--- src/rtl/plic_if.sv ---
// Peripheral bus bundle for the PLIC: valid/addr/wdata/wstrb request with a
// one-cycle registered rdata/ready response.
//   master: drives plic_valid, plic_instr, plic_addr, plic_wdata, plic_wstrb
//   slave : drives plic_rdata, plic_ready
interface plic_if;
  logic        plic_valid;
  logic        plic_instr;
  logic [31:0] plic_addr;
  logic [31:0] plic_wdata;
  logic [3:0]  plic_wstrb;
  logic [31:0] plic_rdata;
  logic        plic_ready;

  modport master (
    output plic_valid, plic_instr, plic_addr, plic_wdata, plic_wstrb,
    input  plic_rdata, plic_ready
  );

  modport slave (
    input  plic_valid, plic_instr, plic_addr, plic_wdata, plic_wstrb,
    output plic_rdata, plic_ready
  );
endinterface

--- src/rtl/plic.sv ---
// Platform-level external interrupt controller for a single hart.
// Level-sensitive sources pass through a per-source gateway (idle / pending /
// in-service), are arbitrated by priority against a threshold, and raise one
// registered external interrupt. Software claims/completes via offset 3.
// Ports:
//   clk, rst  - clock, asynchronous active-high reset
//   bus       - peripheral bus slave (plic_if.slave)
//   irq_src   - level interrupt requests, synchronous to clk
//   ext_irpt  - registered external interrupt request to the core
module plic #(
  parameter int unsigned NUM_SRC = 8,
  parameter int unsigned PRIO_W  = 3
) (
  input  logic               clk,
  input  logic               rst,
  plic_if.slave              bus,
  input  logic [NUM_SRC-1:0] irq_src,
  output logic               ext_irpt
);

  localparam int unsigned ID_W   = 4;
  localparam int unsigned DATA_W = 32;

  localparam logic [3:0] OFF_PENDING   = 4'd0;
  localparam logic [3:0] OFF_ENABLE    = 4'd1;
  localparam logic [3:0] OFF_THRESHOLD = 4'd2;
  localparam logic [3:0] OFF_CLAIM     = 4'd3;
  localparam int unsigned OFF_PRIO_BASE = 4;

  // Registered state
  logic [NUM_SRC-1:0] pending;
  logic [NUM_SRC-1:0] in_service;
  logic [NUM_SRC-1:0] enable;
  logic [PRIO_W-1:0]  threshold;
  logic [PRIO_W-1:0]  prio [NUM_SRC];

  // Next-state values
  logic [NUM_SRC-1:0] pending_n;
  logic [NUM_SRC-1:0] in_service_n;
  logic [NUM_SRC-1:0] enable_n;
  logic [PRIO_W-1:0]  threshold_n;
  logic [PRIO_W-1:0]  prio_n [NUM_SRC];

  // Bus decode
  logic [3:0]      off_c;
  logic            rd_req_c;
  logic            wr_req_c;
  logic            claim_c;
  logic            complete_c;
  logic [ID_W-1:0] cmp_id_c;

  assign off_c      = bus.plic_addr[5:2];
  assign rd_req_c   = bus.plic_valid && (bus.plic_wstrb == 4'd0);
  assign wr_req_c   = bus.plic_valid && (bus.plic_wstrb != 4'd0);
  assign claim_c    = rd_req_c && (off_c == OFF_CLAIM);
  assign complete_c = wr_req_c && (off_c == OFF_CLAIM);
  assign cmp_id_c   = bus.plic_wdata[ID_W-1:0];

  // Instruction flag and undecoded address/data bits have no effect.
  logic unused_bits;
  assign unused_bits = ^{bus.plic_instr, bus.plic_addr, bus.plic_wdata};

  // Arbitration: highest priority wins, strict '>' keeps the lowest id on ties.
  logic [ID_W-1:0]   best_id_c;
  logic [PRIO_W-1:0] best_prio_c;
  logic              found_c;

  always_comb begin
    best_id_c   = '0;
    best_prio_c = '0;
    found_c     = 1'b0;
    for (int unsigned i = 0; i < NUM_SRC; i++) begin
      if (pending[i] && enable[i] && (prio[i] > threshold)) begin
        if (!found_c || (prio[i] > best_prio_c)) begin
          found_c     = 1'b1;
          best_prio_c = prio[i];
          best_id_c   = ID_W'(i + 1);
        end
      end
    end
  end

  // Read data mux; claim returns the current winner.
  logic [DATA_W-1:0] rd_val_c;

  always_comb begin
    rd_val_c = '0;
    case (off_c)
      OFF_PENDING:   rd_val_c = DATA_W'(pending);
      OFF_ENABLE:    rd_val_c = DATA_W'(enable);
      OFF_THRESHOLD: rd_val_c = DATA_W'(threshold);
      OFF_CLAIM:     rd_val_c = DATA_W'(best_id_c);
      default: begin
        for (int unsigned i = 0; i < NUM_SRC; i++) begin
          if (off_c == 4'(i + OFF_PRIO_BASE)) rd_val_c = DATA_W'(prio[i]);
        end
      end
    endcase
  end

  // Gateway transitions and register writes.
  // In-service sources ignore irq_src; a completed source re-pends one edge later.
  always_comb begin
    pending_n    = pending;
    in_service_n = in_service;
    enable_n     = enable;
    threshold_n  = threshold;
    prio_n       = prio;

    for (int unsigned i = 0; i < NUM_SRC; i++) begin
      if (in_service[i]) begin
        if (complete_c && (cmp_id_c == ID_W'(i + 1))) in_service_n[i] = 1'b0;
      end else if (pending[i]) begin
        if (claim_c && (best_id_c == ID_W'(i + 1))) begin
          pending_n[i]    = 1'b0;
          in_service_n[i] = 1'b1;
        end
      end else if (irq_src[i]) begin
        pending_n[i] = 1'b1;
      end
    end

    if (wr_req_c) begin
      case (off_c)
        OFF_ENABLE:    enable_n    = bus.plic_wdata[NUM_SRC-1:0];
        OFF_THRESHOLD: threshold_n = bus.plic_wdata[PRIO_W-1:0];
        default: begin
          for (int unsigned i = 0; i < NUM_SRC; i++) begin
            if (off_c == 4'(i + OFF_PRIO_BASE)) prio_n[i] = bus.plic_wdata[PRIO_W-1:0];
          end
        end
      endcase
    end
  end

  // State, bus response and interrupt output registers.
  always_ff @(posedge clk or posedge rst) begin
    if (rst) begin
      pending        <= '0;
      in_service     <= '0;
      enable         <= '0;
      threshold      <= '0;
      prio           <= '{default: '0};
      bus.plic_rdata <= '0;
      bus.plic_ready <= 1'b0;
      ext_irpt       <= 1'b0;
    end else begin
      pending        <= pending_n;
      in_service     <= in_service_n;
      enable         <= enable_n;
      threshold      <= threshold_n;
      prio           <= prio_n;
      bus.plic_ready <= bus.plic_valid;
      ext_irpt       <= (best_id_c != '0);
      if (rd_req_c) bus.plic_rdata <= rd_val_c;
    end
  end

endmodule

--- src/flat_wrapper.sv ---
// flat-port wrapper written by rule: the top's interface ports become plain ports
module plic_flat 
#(
  parameter int unsigned NUM_SRC = 8,
  parameter int unsigned PRIO_W  = 3
)
  (clk, rst, irq_src, ext_irpt, bus_plic_valid, bus_plic_instr, bus_plic_addr, bus_plic_wdata, bus_plic_wstrb, bus_plic_rdata, bus_plic_ready);
  plic_if bus_i ();
  input  logic clk;
  input  logic rst;
  input  logic [NUM_SRC-1:0] irq_src;
  output logic ext_irpt;
  input wire logic [$bits(bus_i.plic_valid)-1:0] bus_plic_valid;
  input wire logic [$bits(bus_i.plic_instr)-1:0] bus_plic_instr;
  input wire logic [$bits(bus_i.plic_addr)-1:0] bus_plic_addr;
  input wire logic [$bits(bus_i.plic_wdata)-1:0] bus_plic_wdata;
  input wire logic [$bits(bus_i.plic_wstrb)-1:0] bus_plic_wstrb;
  output wire logic [$bits(bus_i.plic_rdata)-1:0] bus_plic_rdata;
  output wire logic [$bits(bus_i.plic_ready)-1:0] bus_plic_ready;
  assign bus_i.plic_valid = bus_plic_valid;
  assign bus_i.plic_instr = bus_plic_instr;
  assign bus_i.plic_addr = bus_plic_addr;
  assign bus_i.plic_wdata = bus_plic_wdata;
  assign bus_i.plic_wstrb = bus_plic_wstrb;
  assign bus_plic_rdata = bus_i.plic_rdata;
  assign bus_plic_ready = bus_i.plic_ready;
  plic #(.NUM_SRC(NUM_SRC), .PRIO_W(PRIO_W)) u_core (.clk(clk), .rst(rst), .bus(bus_i), .irq_src(irq_src), .ext_irpt(ext_irpt));
endmodule
--- config.mk ---
export PLATFORM = sky130hd
export DESIGN_NAME = plic_flat
export DESIGN_NICKNAME = d
export VERILOG_FILES = /design/src/rtl/plic_if.sv /design/src/rtl/plic.sv /design/src/flat_wrapper.sv
export SDC_FILE = /design/constraint.sdc
export NUM_CORES = 1
export LEC_CHECK = 0
export BUFFER_PORTS_ARGS = -buffer_cell sky130_fd_sc_hd__buf_4
export CORE_ASPECT_RATIO = 1.75
export CORE_MARGIN = 2
export CORE_UTILIZATION = 26
export DETAILED_ROUTE_END_ITERATION = 10
export PLACE_DENSITY = 0.42
export SYNTH_ARGS = -nofsm -noshare
export SYNTH_HDL_FRONTEND = slang
export SYNTH_SLANG_ARGS = --single-unit
--- constraint.sdc ---
create_clock -name clk -period 17 [get_ports clk]
set_clock_uncertainty 0.15 [all_clocks]
set_input_delay 0.85 -clock clk [delete_from_list [all_inputs] [get_ports clk]]
set_output_delay 0.85 -clock clk [all_outputs]
set_load 0.1 [all_outputs]
# == Word-level counts from Yosys, hierarchy flattened ==
# Index checks and enable logic that the tools add are counted.
# totals
regBits,85
latch_bits,0
ram_bits,0
mem_bits_ro,0
input_bits,80
out_inout_bits,34
memories,0
# classes
n_addsub,0
n_mul,0
n_div,0
order_cmp,15
n_eq_ne,27
shift,0
n_mux,106
bitwise,1
reduce_logical,65
# ops
op,n
one-hot mux 32 bit (4 select lines),1
2-to-1 mux 1 bit,70
2-to-1 mux 3 bit,21
2-to-1 mux 4 bit,13
"== test 4 x 3 -> 1 bit, second input constant",12
> comparator 3 bit,15
logical AND 1 bit,36
"== test 4 x 2 -> 1 bit, second input constant",6
"== test 4 bit, second input constant",6
AND reduction 3 bit,8
"== test 4 x 1 -> 1 bit, second input constant",3
logical NOT 4 bit,2
nonzero test 4 bit,2
logical NOT 1 bit,7
logical OR 1 bit,7
AND reduction 2 bit,2
2-to-1 mux 2 bit,1
OR reduction 2 bit,1
NOT 1 bit,1

# == Logic depth before layout (Yosys ltp) ==
# logic_depth
ltp_word,36
ltp_mapped,62
depth_no_buf,60

# == Worst setup path after synthesis ==
# OpenSTA, ideal clock, no wires.
# synth_path
path_kind,register -> register
startpoint,register u_core.threshold[1]
endpoint,register u_core.in_service[4]
setup_ns,0.078
arrival_time_ns,10.453
required_time_ns,16.772
path_slack_ns,6.319
stages_incl_launch_ff,62
path_buffers,2
synth_period_minus_slack_ns,10.681
cell_sequence,dfrtp_1 -> inv_1 -> ha_1 -> nor2b_4 -> o311ai_4 -> nor2_1 -> nand2_1 -> ha_1 -> nor2b_1 -> o21a_1 -> o21ai_0 -> a21oi_1 -> a22oi_1 -> ha_1 -> nor2b_1 -> o21a_1 -> o21ai_0 -> a21o_1 -> [26 not listed] -> a22oi_1 -> ha_1 -> nor2b_1 -> o21a_1 -> o211ai_1 -> o31ai_1 -> buf_2 -> a22o_1 -> a21oi_1 -> ha_1 -> nor2b_1 -> o21ai_0 -> a32oi_1 -> a211oi_1 -> o21ai_1 -> or4b_4 -> nor3_2 -> o21bai_1
# synth_between
elab_chain_cells,36
# synth_rtl
item,line,rtl
from (decl),plic.sv:34,logic [PRIO_W-1:0] threshold;
from (signal assigned),plic.sv:151,threshold <= threshold_n;
> comparator 3 bit,plic.sv:73,if (pending[i] && enable[i] && (prio[i] > threshold)) begin
logical AND 1 bit,plic.sv:73,
2-to-1 mux 3 bit / 2-to-1 mux 1 bit (equally long branches),plic.sv:73,
> comparator 3 bit / logical NOT 1 bit (equally long branches),plic.sv:74,if (!found_c || (prio[i] > best_prio_c)) begin
logical OR 1 bit,plic.sv:74,
2-to-1 mux 3 bit / 2-to-1 mux 1 bit (equally long branches),plic.sv:74,
2-to-1 mux 3 bit / 2-to-1 mux 1 bit (equally long branches),plic.sv:73,
> comparator 3 bit / logical NOT 1 bit (equally long branches),plic.sv:74,
[21 not listed],--,
2-to-1 mux 4 bit,plic.sv:74,
2-to-1 mux 4 bit (*),plic.sv:73,
== test 4 x 3 -> 1 bit (*),plic.sv:114,if (claim_c && (best_id_c == ID_W'(i + 1))) begin
logical AND 1 bit (*),plic.sv:114,
2-to-1 mux 1 bit (*),plic.sv:114,
2-to-1 mux 1 bit (*),plic.sv:113,end else if (pending[i]) begin
2-to-1 mux 1 bit (*),plic.sv:111,if (in_service[i]) begin
named net u_core.in_service_n[4],plic.sv:39,logic [NUM_SRC-1:0] in_service_n;
to (signal assigned),plic.sv:149,in_service <= in_service_n;
to (decl),plic.sv:32,logic [NUM_SRC-1:0] in_service;
# Mark *: on every way through the listed nets, which the timed path passes. The rest lies on a longest branch.
# A chain may end at the register's enable or synchronous reset.

# == Worst setup path after layout ==
# layout_path
startpoint,register u_core.threshold[1]
endpoint,register u_core.pending[1]
# layout_between
elab_chain_cells,35
# layout_rtl
item,line,rtl
> comparator 3 bit,plic.sv:73,
logical AND 1 bit,plic.sv:73,
2-to-1 mux 3 bit / 2-to-1 mux 1 bit (equally long branches),plic.sv:73,
> comparator 3 bit / logical NOT 1 bit (equally long branches),plic.sv:74,
logical OR 1 bit,plic.sv:74,
2-to-1 mux 3 bit / 2-to-1 mux 1 bit (equally long branches),plic.sv:74,
2-to-1 mux 3 bit / 2-to-1 mux 1 bit (equally long branches),plic.sv:73,
> comparator 3 bit / logical NOT 1 bit (equally long branches),plic.sv:74,
[19 not listed],--,
> comparator 3 bit / logical NOT 1 bit (equally long branches),plic.sv:74,
logical OR 1 bit,plic.sv:74,
2-to-1 mux 4 bit,plic.sv:74,
2-to-1 mux 4 bit (*),plic.sv:73,
== test 4 x 2 -> 1 bit (*),plic.sv:114,
logical AND 1 bit (*),plic.sv:114,
2-to-1 mux 1 bit (*),plic.sv:114,
2-to-1 mux 1 bit (*),plic.sv:113,
to (signal assigned),plic.sv:148,pending <= pending_n;
to (decl),plic.sv:31,logic [NUM_SRC-1:0] pending;
# Every way passes the cells marked *; elsewhere a longest branch is shown, timed or not.

==> reports/qor.csv <==
metric,value,unit
status,"complete, no violations",
rsz0062_at_grt,no,
r2r_start,u_core.threshold[1],
whs,0.329,ns
grt-ovfl-total,0,
ys_types,64,
cts_root_buf,clkbuf_16,
path_max_fanout,13,
dieHeight,180,um
utilization,30.4,%
synth-seq-cells,61,
setup_violations,0,
p_per_area,153,mW/mm2
grt_pass1_vias,3878,
endpoint_kind,flip-flop,
worst_pin_slew,0.905,ns
clk_latency,0.34,ns
grt.total_usage,15.8,%
diodes,0,
grt_pass1_wl,22500,um
async_reset_ff_share,100,%
clock-sinks,61,
irDropWorstVdd,50.3,uV
power_leakage,2.35,nW
synth_edf_count,0,
syn_avg_cell_area,9.67,um2
critPathSlowestCell,nor2_1,
grt_max_degree,62,
nets,639,
setup-tns-final,0,ns
antenna_found_initial,0,
final_common_cell,dfrtp_1,
h-tree-depth,3,
syn-cell-area,0.00462,mm2
cts-resized-gates,0,
nFillCells,1862,
synth_compound_area_share,20.1,%
holdBufCountCts,0,
ys_warn_count,0,
postCtsSetupRepairBufs,0,
final_cell_count_no_fill,749,
startpoint_type,flip-flop,
yosysSeqAreaShare,33.0,%
layout_common_cells,"dfrtp_1, ha_1, nand2_1",
core,0.0175,mm2
drt_iter0_drc,176,
dpl.cell_count,734,
hp-start,u_core.bus.plic_rdata[6],
vias_per_cell,5.00,
wl_met2,8390,um
drive_above_1_share,19.3,%
highest_layer,met4,
power,0.813,mW
drtPass1Iterations,4,
final-hold-violation-count,0,
wl_met1,5370,um
maxClockFrequency,74.5,MHz
drv_slew,0,
die_area,0.0189,mm2
synth_ff_type,dfrtp_1,
drt_drc_violations_left,0,
vias,3744,
chipWidth,105,um
wire_per_inst,19.5,um
clock_path_buffers,2,
hold_path.class,reg -> reg,
crit_type,reg -> reg,
synth-simple-area-share,16.0,%
reg2reg_setup_slack,3.57,ns
pin_count,114,
synth_top_family_by_area,compound AO/OA/AOI/OAI gates,
period_share,79.0,%
area_growth,14.8,%
cts_buffers,9,
synth_adder_area_share,12.2,%
cpPeakStageDelay,0.42,ns
worst_ep_required_time,17.06,ns
muxShareOfSynthArea,11.4,%
critPathLaunch,u_core.threshold[1],
io_buffers,36,
wirelength,14600,um
timing.critical_path.mode_cell,o21ai_0,
clk_pin_slew_worst_paths,0.05,ns
start_util,26.5,%
wl_met3,354,um
hpwl,11500,um
relSlewSlack,39.4,%
synth-xor-area-share,0,%
cts_tree,done,
maxCapViolations,0,
period_minus_slack,13.43,ns
gp_congestion,0.854,
final_antenna_net_count,0,
syn_inst,478,
arrival,13.49,ns
rows,64,
[registers in the layout (all words and copies together) (netlist names)]
register,count
u_core.prio,24
u_core.in_service,8
u_core.bus.plic_rdata,8
u_core.pending,8
u_core.enable,8
u_core.threshold,3
u_core.bus.plic_ready,1
u_core.ext_irpt,1
[where the power goes]
group / total, mW / switching [mW] / internal, mW
combinational: 0.434 / 0.271 / 0.163
sequential: 0.214 / 0.0401 / 0.174
clock: 0.165 / 0.0636 / 0.101
total: 0.813 / 0.375 / 0.439
[final cells by class]
cell class | instances | area [um2] | area share, %
flip-flops and latches | 61 | 1530 | 28.8
repair buffers | 38 | 285 | 5.38
clock buffers | 13 | 250 | 4.72
inverters | 25 | 93.8 | 1.77
clock inverters | 2 | 10.0 | 0.189
multi-input cells | 379 | 2850 | 53.7
well taps | 231 | 289 | 5.45
[synth_stat cells, types with 3 or more instances]
cell | n | area, um2
a21o_1 | 8 | 60.1
nor3b_1 | 5 | 37.5
a22o_1 | 4 | 35.0
a22oi_1 | 6 | 45.0
a31oi_1 | 6 | 37.5
ha_1 | 45 | 563
o41ai_1 | 3 | 26.3
buf_4 | 24 | 180
nor2_1 | 31 | 116
nand2_1 | 40 | 150
mux4_2 | 5 | 113
mux2_2 | 27 | 304
o21a_1 | 10 | 75.1
nand2b_1 | 6 | 37.5
nor2b_1 | 19 | 119
a21oi_1 | 18 | 90.1
o31ai_1 | 6 | 45.0
or2_1 | 3 | 18.8
a32oi_1 | 3 | 26.3
inv_1 | 25 | 93.8
buf_2 | 3 | 15.0
mux2i_1 | 11 | 110
dfrtp_1 | 61 | 1530
o21ai_0 | 34 | 170
o211ai_1 | 5 | 37.5
nand3_1 | 15 | 75.1
clkbuf_1 | 7 | 26.3
[logic make-up after synthesis]
family / Yosys count
AO/OA/AOI/OAI: 128
adder cells (fa/ha/maj): 45
buffers and inverters: 61
flip-flops: 61
multiplexers: 43
other: 1
AND/OR/NAND/NOR: 139
[metal layers]
| metal | vias to the layer above | global-route usage, % |
|---|---|---|
| met5 | - | 0 |
| met4 | 0 | 7.09 |
| met3 | 20 | 1.41 |
| met2 | 91 | 32.2 |
| met1 | 1841 | 15.7 |
| li1 | 1792 | - |
[per-stage QoR]
stage / worst slack, ns / instance area [um2]
floorplan: 6.32 / 4710
global placement: 3.74 / 5040
detailed placement: 3.61 / 5040
CTS: 3.54 / 5310
global route: 2.46 / 5310
finish: 3.57 / 5310
[path summary, 6_finish.rpt]
kind | cells past startpoint | to
max | 61 | u_core.pending[1]
min | 2 | u_core.bus.plic_rdata[6]
max reg2reg | 61 | u_core.pending[1]
min reg2reg | 2 | u_core.bus.plic_rdata[6]
max in group asynchronous | 3 | u_core.prio[11]
min in group asynchronous | 3 | u_core.in_service[6]
[worst max-delay path: cells and delay by family, from the launching register on]
| kind | cells | cell delay, ns |
|---|---|---|
| adders and majority gates | 8 | 2.38 |
| muxes | 1 | 0.35 |
| AOI/OAI and AO/OA | 32 | 6.22 |
| buffers and inverters | 4 | 0.72 |
| and+or+nand+nor | 16 | 3.10 |
| DFF | 1 | 0.37 |
Power figures use the tool's default switching activity.
